## config.mk

```make
export PLATFORM = sky130hd
export DESIGN_NAME = alu_serial_ctrl
export DESIGN_NICKNAME = d
export VERILOG_FILES = /design/src/rtl/alu_serial_ctrl.sv
export SDC_FILE = /design/constraint.sdc
export NUM_CORES = 1
export LEC_CHECK = 0
export BUFFER_PORTS_ARGS = -buffer_cell sky130_fd_sc_hd__clkbuf_2
export CORE_MARGIN = 3
export CORE_UTILIZATION = 30
export CTS_CLUSTER_SIZE = 14
export DETAILED_ROUTE_END_ITERATION = 10
export SLEW_MARGIN = 10
export SYNTH_ARGS = -nofsm -noshare
export SYNTH_HDL_FRONTEND = slang
export SYNTH_SLANG_ARGS = --single-unit
```

## constraint.sdc

```tcl
create_clock -name clk_i -period 9.32 [get_ports clk_i]
set_clock_uncertainty 0.1 [all_clocks]
set_input_delay 0.466 -clock clk_i [delete_from_list [all_inputs] [get_ports clk_i]]
set_output_delay 0.466 -clock clk_i [all_outputs]
set_load 0.1 [all_outputs]
```

## src/rtl/alu_serial_ctrl.sv

```systemverilog
// Bit-serial sequencer around an external combinational 1-bit ALU slice.
// One bit position per cycle, LSB first. The slice carry-out is registered
// and fed back as the next carry-in. SLT takes one extra fix-up cycle on bit 0.
module alu_serial_ctrl #(
  parameter int unsigned WIDTH = 32
) (
  input  logic             clk_i,
  input  logic             rst_i,
  input  logic             start_i,
  input  logic [WIDTH-1:0] src1_i,
  input  logic [WIDTH-1:0] src2_i,
  input  logic [3:0]       alu_ctrl_i,
  output logic             busy_o,
  output logic             done_o,
  output logic [WIDTH-1:0] result_o,
  output logic             zero_o,
  output logic             cout_o,
  output logic             overflow_o,
  output logic             slice_src1_o,
  output logic             slice_src2_o,
  output logic             slice_less_o,
  output logic             slice_A_invert_o,
  output logic             slice_B_invert_o,
  output logic             slice_cin_o,
  output logic [1:0]       slice_operation_o,
  input  logic             slice_result_i,
  input  logic             slice_cout_i
);

  localparam int unsigned IW = (WIDTH > 1) ? $clog2(WIDTH) : 1;

  typedef enum logic [1:0] {
    S_IDLE,
    S_RUN,
    S_SLT_FIX,
    S_DONE
  } state_t;

  state_t state_q, state_d;

  logic [IW-1:0]    idx_q;
  logic             carry_q;
  logic [WIDTH-1:0] a_q, b_q;
  logic [WIDTH-1:0] res_q, res_d;
  logic             a_inv_q, b_inv_q;
  logic [1:0]       op_q;
  logic             is_arith_q, is_slt_q;
  logic             set_q;
  logic [WIDTH-1:0] result_q;
  logic             zero_q, cout_q, ovf_q;

  logic             dec_a_inv, dec_b_inv, dec_cin, dec_arith, dec_slt;
  logic [1:0]       dec_op;
  logic             last_bit;
  logic             ovf_now;

  assign last_bit   = (idx_q == IW'(WIDTH - 1));
  assign ovf_now    = carry_q ^ slice_cout_i;
  assign busy_o     = (state_q != S_IDLE);
  assign done_o     = (state_q == S_DONE);
  assign result_o   = result_q;
  assign zero_o     = zero_q;
  assign cout_o     = cout_q;
  assign overflow_o = ovf_q;

  // Decode the ALU control code into slice controls; unknown codes act as AND.
  always_comb begin
    dec_a_inv = 1'b0;
    dec_b_inv = 1'b0;
    dec_cin   = 1'b0;
    dec_arith = 1'b0;
    dec_slt   = 1'b0;
    dec_op    = 2'b00;
    case (alu_ctrl_i)
      4'b0001: dec_op = 2'b01;
      4'b0010: begin
        dec_op    = 2'b10;
        dec_arith = 1'b1;
      end
      4'b0110: begin
        dec_op    = 2'b10;
        dec_b_inv = 1'b1;
        dec_cin   = 1'b1;
        dec_arith = 1'b1;
      end
      4'b0111: begin
        dec_op    = 2'b10;
        dec_b_inv = 1'b1;
        dec_cin   = 1'b1;
        dec_slt   = 1'b1;
      end
      4'b1100: begin
        dec_a_inv = 1'b1;
        dec_b_inv = 1'b1;
      end
      default: dec_op = 2'b00;
    endcase
  end

  // Working result with the current bit position merged in from the slice.
  always_comb begin
    res_d        = res_q;
    res_d[idx_q] = slice_result_i;
  end

  // State register.
  always_ff @(posedge clk_i or posedge rst_i) begin
    if (rst_i) state_q <= S_IDLE;
    else       state_q <= state_d;
  end

  // Next-state logic and slice drive; slice inputs are quiet outside RUN/SLT_FIX.
  always_comb begin
    state_d           = state_q;
    slice_src1_o      = 1'b0;
    slice_src2_o      = 1'b0;
    slice_less_o      = 1'b0;
    slice_A_invert_o  = 1'b0;
    slice_B_invert_o  = 1'b0;
    slice_cin_o       = 1'b0;
    slice_operation_o = 2'b00;
    case (state_q)
      S_IDLE: begin
        if (start_i) state_d = S_RUN;
      end
      S_RUN: begin
        slice_src1_o      = a_q[idx_q];
        slice_src2_o      = b_q[idx_q];
        slice_A_invert_o  = a_inv_q;
        slice_B_invert_o  = b_inv_q;
        slice_cin_o       = carry_q;
        slice_operation_o = op_q;
        if (last_bit) state_d = is_slt_q ? S_SLT_FIX : S_DONE;
      end
      S_SLT_FIX: begin
        slice_src1_o      = a_q[0];
        slice_src2_o      = b_q[0];
        slice_less_o      = set_q;
        slice_B_invert_o  = 1'b1;
        slice_cin_o       = 1'b1;
        slice_operation_o = 2'b11;
        state_d           = S_DONE;
      end
      S_DONE: state_d = S_IDLE;
      default: state_d = S_IDLE;
    endcase
  end

  // Operand capture, serial accumulation and result/flag registers.
  // Visible result and flags load on the edge into DONE so they are valid with done_o.
  always_ff @(posedge clk_i or posedge rst_i) begin
    if (rst_i) begin
      idx_q      <= '0;
      carry_q    <= 1'b0;
      a_q        <= '0;
      b_q        <= '0;
      res_q      <= '0;
      a_inv_q    <= 1'b0;
      b_inv_q    <= 1'b0;
      op_q       <= 2'b00;
      is_arith_q <= 1'b0;
      is_slt_q   <= 1'b0;
      set_q      <= 1'b0;
      result_q   <= '0;
      zero_q     <= 1'b0;
      cout_q     <= 1'b0;
      ovf_q      <= 1'b0;
    end else begin
      case (state_q)
        S_IDLE: begin
          if (start_i) begin
            a_q        <= src1_i;
            b_q        <= src2_i;
            a_inv_q    <= dec_a_inv;
            b_inv_q    <= dec_b_inv;
            op_q       <= dec_op;
            is_arith_q <= dec_arith;
            is_slt_q   <= dec_slt;
            idx_q      <= '0;
            carry_q    <= dec_cin;
          end
        end
        S_RUN: begin
          res_q   <= res_d;
          carry_q <= slice_cout_i;
          idx_q   <= idx_q + IW'(1);
          if (last_bit) begin
            set_q <= slice_result_i ^ ovf_now;
            if (!is_slt_q) begin
              result_q <= res_d;
              zero_q   <= (res_d == '0);
              cout_q   <= is_arith_q & slice_cout_i;
              ovf_q    <= is_arith_q & ovf_now;
            end
          end
        end
        S_SLT_FIX: begin
          result_q <= {{(WIDTH-1){1'b0}}, slice_result_i};
          zero_q   <= ~slice_result_i;
          cout_q   <= 1'b0;
          ovf_q    <= 1'b0;
        end
        default: ;
      endcase
    end
  end

endmodule

```

== After elaboration in Yosys (flattened, before gate mapping) ==
Cells that the tools add are included.
Word-level totals
  register bits: 146
  logic and storage cells: 91
  output and inout bits: 45
Cells by class
  $lt $le $gt $ge: 2
  bitwise operators: 5
  $add $sub $neg: 1
  multiplexer cells: 40
  equal/unequal tests: 12
  reductions and logical operators: 15
Operators by type and width (number)
  $mux 32: 2
  $pmux 32 s2: 1
  $bwmux 32: 1
  $logic_not 32->1: 1
  $mux 1: 18
  $pmux 1 s2: 8
  $bmux 1 s5: 2
  $pmux 5 s2: 1
  $eq 4x3->1 const B: 2
  $pmux 2 s2: 2
  $pmux 2 s4: 1
  $reduce_and 2->1: 4
  $lt 5x6->1 const B: 1
  $ne 2x2->1 const B: 3
  $reduce_bool 2->1: 3
  $reduce_or 3->1: 2
  $add 5x1->5 const B: 1
  $demux 1 s5: 1
  $eq 5x5->1 const B: 1
  $ge 5x1->1 const B: 1
  $mux 5: 1
  $eq 2x2->1 const B: 2
  $eq 4x1->1 const B: 1
  $eq 4x2->1 const B: 1
  10 further kinds: 14

== Longest topological paths before layout ==
Gate-level depths: netlist of run 1.
  depth in word-level cells: 9
  gate-level depth with buffers: 12

== Worst setup path after synthesis of run 1 ==
Ideal clock, no wire load.
  path type: reg2out
  start: register state_q[1]
  end: output slice_operation_o[0]
  stages on the path, launching flop included: 7
  arrival time: 2.613 ns
  path buffers: 2
  setup slack: 6.141 ns
  required time: 8.754 ns
  cells stage by stage: dfrtp_1 inv_1 ha_1 clkbuf_1 buf_1 a21oi_1 nor2b_1
On the way
  word-level cells in the longest chain between the ends: 2
  elaborated cells between the ends (all ways): 3
  classes of those cells: eq/ne (2); mux (1)
RTL lines
  from (decl): RTL line 39  | state_t state_q, state_d;
  from (signal assigned): RTL line 109  | else state_q <= state_d;
  $eq 2x2->1 or $eq 2x1->1 (tied branches): RTL line 122  | case (state_q)
  $pmux 2 s2 (*): RTL line 122
  to (decl): RTL line 25  | output logic [1:0] slice_operation_o,
Mark *: on every way between the ends. The rest lies on a longest branch, timed or not.

== Final worst setup path of run 1 ==
  start: register idx_q[0]
  end: output slice_src2_o
On the way
  word-level cells in the longest chain between the ends: 3
RTL lines
  from (decl): RTL line 41  | logic [IW-1:0] idx_q;
  from (signal assigned): RTL line 186  | idx_q <= idx_q + IW'(1);
  $bmux 1 s5: RTL line 128  | slice_src2_o = b_q[idx_q];
  $mux 1 (not written as such): RTL line 128
  $pmux 1 s2: RTL line 122
  to (decl): RTL line 20  | output logic slice_src2_o,
No other way between the ends. The select of a mux whose other input is x is not followed.

==> results.yml, run 1 <==
sta:
  fin_ws_ps: 5560
  fin_hold_ws_ps: 24.8
  tightest_slew_ps: 977
  finalMaxSlewViolations: 0
  slew_headroom_pct: 34.9
  fin_crit_sh_pct: 40.3
  final-hold-violation-count: 0
  finalSetupViolations: 0
  max_freq_mhz: 266
  setup-tns-final_ps: 0
  finalCriticalPeriod_ps: 3760
  grt_setup_unrepaired: "no"
power_and_ir_drop:
  power.leakage_uw: 0.00378
  powerDensity_nw_per_um2: 310
  ir_worst_vdd_v: 0.000157
die:
  ios: 118
  die-area_um2: 25200
  die_x_um: 159
  rows: 55
  chipHeight_um: 159
  start_util_pct: 30.7
  core_area_um2: 22800
cells_and_area:
  nFillCells: 2256
  drive_above_1_share_pct: 35.1
  multi_input_area_um2: 3100
  diodes: 0
  syn2layout_area_growth_pct: 20.7
  nets: 773
  regArea_um2: 3650
clock_network:
  htreeDepth: 4
  cts_made_buffers: 17
  cts_tree: "built"
  root_buffer: "clkbuf_16"
  hold_buffers: 0
  clock_latency_ps: 430
  clk_pin_slew_ps: 60
  cts_resized: 0
  cts.path.max_buffers: 2
  clock_sinks: 146
  post-cts-setup-buffers: 0
global_routing:
  grt_overflow: 0
  grt_use_met3_pct: 4.10
  grt_pass1_vias: 4795
  use_met1_pct: 19.7
  grtUsageMet2_pct: 20.6
  antenna_found_initial: 0
  grt_max_degree: 78
  grtUsageTotal_pct: 13.8
  top_usage_layer: "met2"
  grt_pass1_wl_um: 27000
synthesis:
  ys_types: 46
  synthAdderAreaFrac_pct: 1.61
  synth_top_family_by_area: "multiplexers"
  ys_async_sr_fraction_pct: 100
  synth-edff-count: 0
  synth_seq_cells: 146
  synth_xor_area_share_pct: 0.251
  syn_area_per_cell_um2: 11.7
  yosysSeqAreaShare_pct: 52.3
  synthFlopType: "dfrtp_1"
  syn_nets: 678
  synthMuxAreaShare_pct: 21.0
  syn_area_um2: 6990
  yosys_warnings: 0
  syn_inst: 596
  synth_compound_area_share_pct: 8.72
  synth-simple-area-share_pct: 12.5
route:
  antenna_left: 0
  drt-wirelength-per-cell_um: 16.8
  post-route-drc-count: 0
  routed_wl_um: 17100
  firstDrtPassIters: 4
  drtIter0Drc: 336
  vias: 4902
  via_per_inst: 4.82
critical_path:
  critPathMaxFanout: 12
  max_stage_delay_ps: 640
  arrival_ps: 3190
  required_ps: 8750
  slowest_stage: "dfrtp_1"
  crit_type: "reg -> out"
  crit_path_start_kind: "flip-flop"
  crit_chain: "buf_4, mux4_2, mux2_2, a22oi_1, nor2_1, o311a_1, clkbuf_2"
  end_kind: "primary output"
status:
  outcome: "complete, no violations"
placement:
  io_buffers: 117
  dpl.hpwl_um: 11400
  preCtsSetupSlack_ps: 5920
  gp_congestion: 0.733
worst_hold_path:
  hold_path_class: "in -> async"
run:
  maxCapViolations: 0
==> report_power, final <==
| group | total (µW) | internal, µW | leakage (µW) | switching, µW |
|---|---|---|---|---|
| registers | 937 | 815 | 0.00172 | 122 |
| logic | 967 | 395 | 0.00175 | 572 |
| clock network | 710 | 447 | 0.000302 | 263 |
| total | 2610 | 1660 | 0.00378 | 958 |
==> kinds of logic after synthesis <==
family	Yosys count
XOR/XNOR	2
buffers and inverters	57
adder cells (fa/ha/maj)	9
AND/OR/NAND/NOR	158
flip-flops	146
multiplexers	118
AO/OA/AOI/OAI	106
==> routing by layer <==
metal	wire [µm]	vias up	share of wire, %
li1	-	2352	-
met1	7850	2407	46
met2	8090	135	47
met3	1060	8	6.2
met4	70	0	0.41
met5	0	-	0
==> synthesized netlist by cell type, drive strengths merged, types with 2 or more instances <==
cell / number / share of area (%)
o41ai: 2 / 0.25
and3: 2 / 0.18
nor4b: 4 / 0.59
nor2: 37 / 2.0
inv: 9 / 0.48
nand4: 11 / 0.98
o31ai: 2 / 0.21
a21oi: 39 / 2.8
a22o: 2 / 0.25
a32o: 3 / 0.43
mux2i: 35 / 5.0
nand3: 5 / 0.36
dfrtp: 146 / 52
o21ai: 45 / 3.2
or3: 2 / 0.18
a21o: 2 / 0.21
clkbuf: 27 / 1.5
and2: 2 / 0.18
buf: 21 / 1.8
o311a: 2 / 0.29
nand2: 53 / 2.8
mux2: 67 / 11
a22oi: 3 / 0.32
nand4b: 13 / 1.8
a32oi: 2 / 0.25
ha: 9 / 1.6
nor2b: 8 / 0.72
nand2b: 5 / 0.45
mux4: 16 / 5.2
nor4bb: 11 / 1.6
==> cells in the final DEF, fill, tap and decap left out, types with 3 or more instances in the layout <==
| cell | Yosys | routed |
|---|---|---|
| nor4b_1 | 3 | 3 |
| bufinv_16 | 0 | 3 |
| a22oi_1 | 3 | 3 |
| dfrtp_1 | 146 | 146 |
| clkbuf_16 | 0 | 17 |
| nor2b_1 | 8 | 8 |
| clkbuf_2 | 0 | 117 |
| nand2_1 | 53 | 52 |
| nand4_1 | 11 | 11 |
| nand3_1 | 5 | 5 |
| mux4_2 | 16 | 16 |
| clkbuf_8 | 0 | 4 |
| nor4bb_1 | 11 | 11 |
| a32o_1 | 3 | 3 |
| nand4b_1 | 12 | 12 |
| nand2b_1 | 5 | 5 |
| mux2i_1 | 35 | 34 |
| a21oi_1 | 39 | 39 |
| o21ai_0 | 45 | 45 |
| ha_1 | 9 | 8 |
| inv_1 | 9 | 8 |
| mux2_2 | 67 | 67 |
| buf_4 | 6 | 7 |
| nor2_1 | 37 | 37 |
| clkinv_2 | 0 | 5 |
==> state kept, by name, summed over array words and instances (netlist names) <==
register / cells
op_q: 2
state_q: 2
carry_q: 1
overflow_o: 1
res_q: 32
is_arith_q: 1
zero_o: 1
b_q: 32
a_inv_q: 1
idx_q: 5
cout_o: 1
a_q: 32
is_slt_q: 1
result_o: 32
set_q: 1
b_inv_q: 1
==> metrics by stage <==
stage	total power, µW	util, %	area, µm²	cells
floorplan	1710	-	6990	596
global placement	1910	34.3	7820	985
detailed placement	1930	34.3	7820	985
CTS	2650	37.0	8440	1017
global route	2760	37.0	8440	1017
finish	2610	37.0	8440	1017
==> critical path, delay by kind of cell, from the launching register on <==
family | cells | cell delay, ps
AO/OA/AOI/OAI | 2 | 530
buffers and inverters | 2 | 730
flip-flops | 1 | 640
multiplexers | 2 | 800
AND/OR/NAND/NOR | 1 | 60
==> final cells by class <==
class | count | area share [%]
Clock buffer | 22 | 5.74
Multi-Input combinational cell | 393 | 36.7
Inverter | 9 | 0.460
Tap cell | 313 | 4.64
Sequential cell | 146 | 43.3
Clock inverter | 10 | 1.54
Timing Repair Buffer | 124 | 7.56
==> final timing paths <==
kind / slack (ps) / endpoint / depth (start not counted) / start
hold reg to reg: 370 / result_o[20] / 2 / result_o[20]
hold / removal: 20 / result_o[5] / 2 / rst_i
max in group asynchronous: 7650 / b_q[0] / 3 / rst_i
setup reg to reg: 5960 / zero_o / 9 / idx_q[1]
min in group clk_i: 170 / b_q[18] / 2 / src2_i[18]
setup / recovery: 5560 / slice_src2_o / 7 / idx_q[0]
No activity file was read; power rests on OpenSTA's default activity.
==> run 2, diff against run 1 <==
==> constraint.sdc (replaced) <==
create_clock -name clk_i -period 3.17 [get_ports clk_i]
set_clock_uncertainty 0.1 [all_clocks]
set_input_delay 0.1585 -clock clk_i [delete_from_list [all_inputs] [get_ports clk_i]]
set_output_delay 0.1585 -clock clk_i [all_outputs]
set_load 0.1 [all_outputs]
==> results.yml, run 2 (synthesized netlist as in run 1, its figures left out) <==
power_and_ir_drop:
  powerDensity_nw_per_um2: 839
  finalPower_uw: 7760
  power.leakage_uw: 0.00412
  ir_worst_vdd_v: 0.000760
cells_and_area:
  nets: 855
  drive_above_1_share_pct: 32.8
  final_cell_mix: "dfrtp_1 (146), clkbuf_2 (115), dlygate4sd3_1 (72), mux2_2 (67), nand2_1 (52)"
  final_common_cell: "dfrtp_1"
  nFillCells: 2168
  utilization_pct: 40.6
  syn2layout_area_growth_pct: 32.3
  diodes: 0
die:
  rows: 55
  core_area_um2: 22800
  die-area_um2: 25200
  chipHeight_um: 159
  start_util_pct: 30.7
  ios: 118
  die_x_um: 159
status:
  outcome: "complete, no violations"
sta:
  fin_hold_ws_ps: 62.9
  fin_crit_sh_pct: 95.4
  tightest_slew_ps: 1030
  max_freq_mhz: 331
  grt_setup_unrepaired: "no"
  finalMaxSlewViolations: 0
  finalCriticalPeriod_ps: 3030
  slew_headroom_pct: 31.2
  setup-tns-final_ps: 0
  final-hold-violation-count: 0
  finalSetupViolations: 0
critical_path:
  required_ps: 2910
  r2r_start: "idx_q[1]"
  r2r_cells: 6
  critPathMaxFanout: 18
  timing.rr.end: "zero_o"
  crit_type: "reg -> out"
  end_kind: "primary output"
  r2r_slack_ps: 340
  crit_path_start_kind: "flip-flop"
  arrival_ps: 2770
worst_hold_path:
  min_from: "alu_ctrl_i[1]"
  hold_path_class: "in -> reg"
  holdPathEnd: "op_q[1]"
  hold-path-cell-count: 4
clock_network:
  clock_latency_ps: 420
  post-cts-setup-buffers: 0
  cts_tree: "built"
  htreeDepth: 4
  cts_made_buffers: 17
  clock_sinks: 146
  root_buffer: "clkbuf_16"
  clk_pin_slew_ps: 60
  cts.path.max_buffers: 2
placement:
  gp_congestion: 0.735
  io_buffers: 117
  dpl.hpwl_um: 11500
route:
  routed_wl_um: 17500
  via_per_inst: 4.78
  vias: 5249
  drt-wirelength-per-cell_um: 15.9
  drtIter0Drc: 266
  antenna_left: 0
  firstDrtPassIters: 6
  post-route-drc-count: 0
global_routing:
  grt_pass1_vias: 5346
  antenna_found_initial: 1
  grt_pass1_wl_um: 28700
  grtUsageTotal_pct: 14.5
  grt_overflow: 0
  grt_max_degree: 78
run:
  maxCapViolations: 0
## run 2: changes by cell type in the layout (fill, tap and decap cells not counted), sizes merged
cell         delta
clkinvlp        +1
clkinv          +1
dlygate4sd3    +72
clkbuf          -7
bufinv          -1
buf            +12
inv             +4
## run 2: timing repair
| item | in CTS | in global routing |
|---|---|---|
| resized for setup | 0 | 1 |
| hold buffers | 72 | 0 |
| endpoints found under the hold margin | 96 | 0 |
| endpoints found under the setup margin | 0 | 2 |
## run 2: area by class of cell
class                   instances  area, µm²  share of cell area [%]
repair buffers                206       1480                    16.0
multi-input cells             393       3100                    33.5
inverters                       9       37.5                   0.406
flip-flops and latches        146       3650                    39.5
well taps                     313        392                    4.24
clock buffers                  17        425                    4.60
clock inverters                15        156                    1.69
## run 2: metal layers
layer / vias up / track usage (%) / part of all wire [%]
met5: - / 0 / 0.051
met4: 2 / 3.73 / 0.99
met3: 16 / 4.00 / 5.1
met2: 126 / 23.1 / 48
met1: 2586 / 19.6 / 45
li1: 2519 / - / -
## run 2: how the worst max path moves through the flow
| stage | from | endpoint | slack [ps] | cells past startpoint |
|---|---|---|---|---|
| after detailed placement | idx_q[1] | zero_o | 330 | 6 |
| final | idx_q[0] | slice_src1_o | 140 | 7 |
| after global routing | idx_q[0] | slice_src1_o | 6 | 7 |
| after floorplan | state_q[1] | slice_operation_o[0] | 300 | 6 |
| after global placement | idx_q[3] | zero_o | 360 | 6 |
| after CTS | idx_q[0] | slice_src1_o | 3 | 7 |
## run 2: worst max-delay path: stages (launching register included)
cell and delay [ps]:
dfrtp_1 400, buf_6 280, mux4_2 560, mux2_2 290, a22oi_1 140, nor2_1 60, o311a_1 420, buf_12 190
## run 2: where the power goes
part           switching (µW)  internal, µW
Clock                     826          1170
Combinational            1770          1290
Sequential                308          2400
Total                    2900          4850
## run 2: through the flow
| stage | setup WS, ps | cells | cell area (µm²) |
|---|---|---|---|
| after global routing | 5.65 | 1099 | 9240 |
| after CTS | 2.97 | 1099 | 9240 |
| after detailed placement | 334 | 995 | 7940 |
| after floorplan | 299 | 596 | 6990 |
| final | 144 | 1099 | 9240 |
| after global placement | 360 | 995 | 7940 |
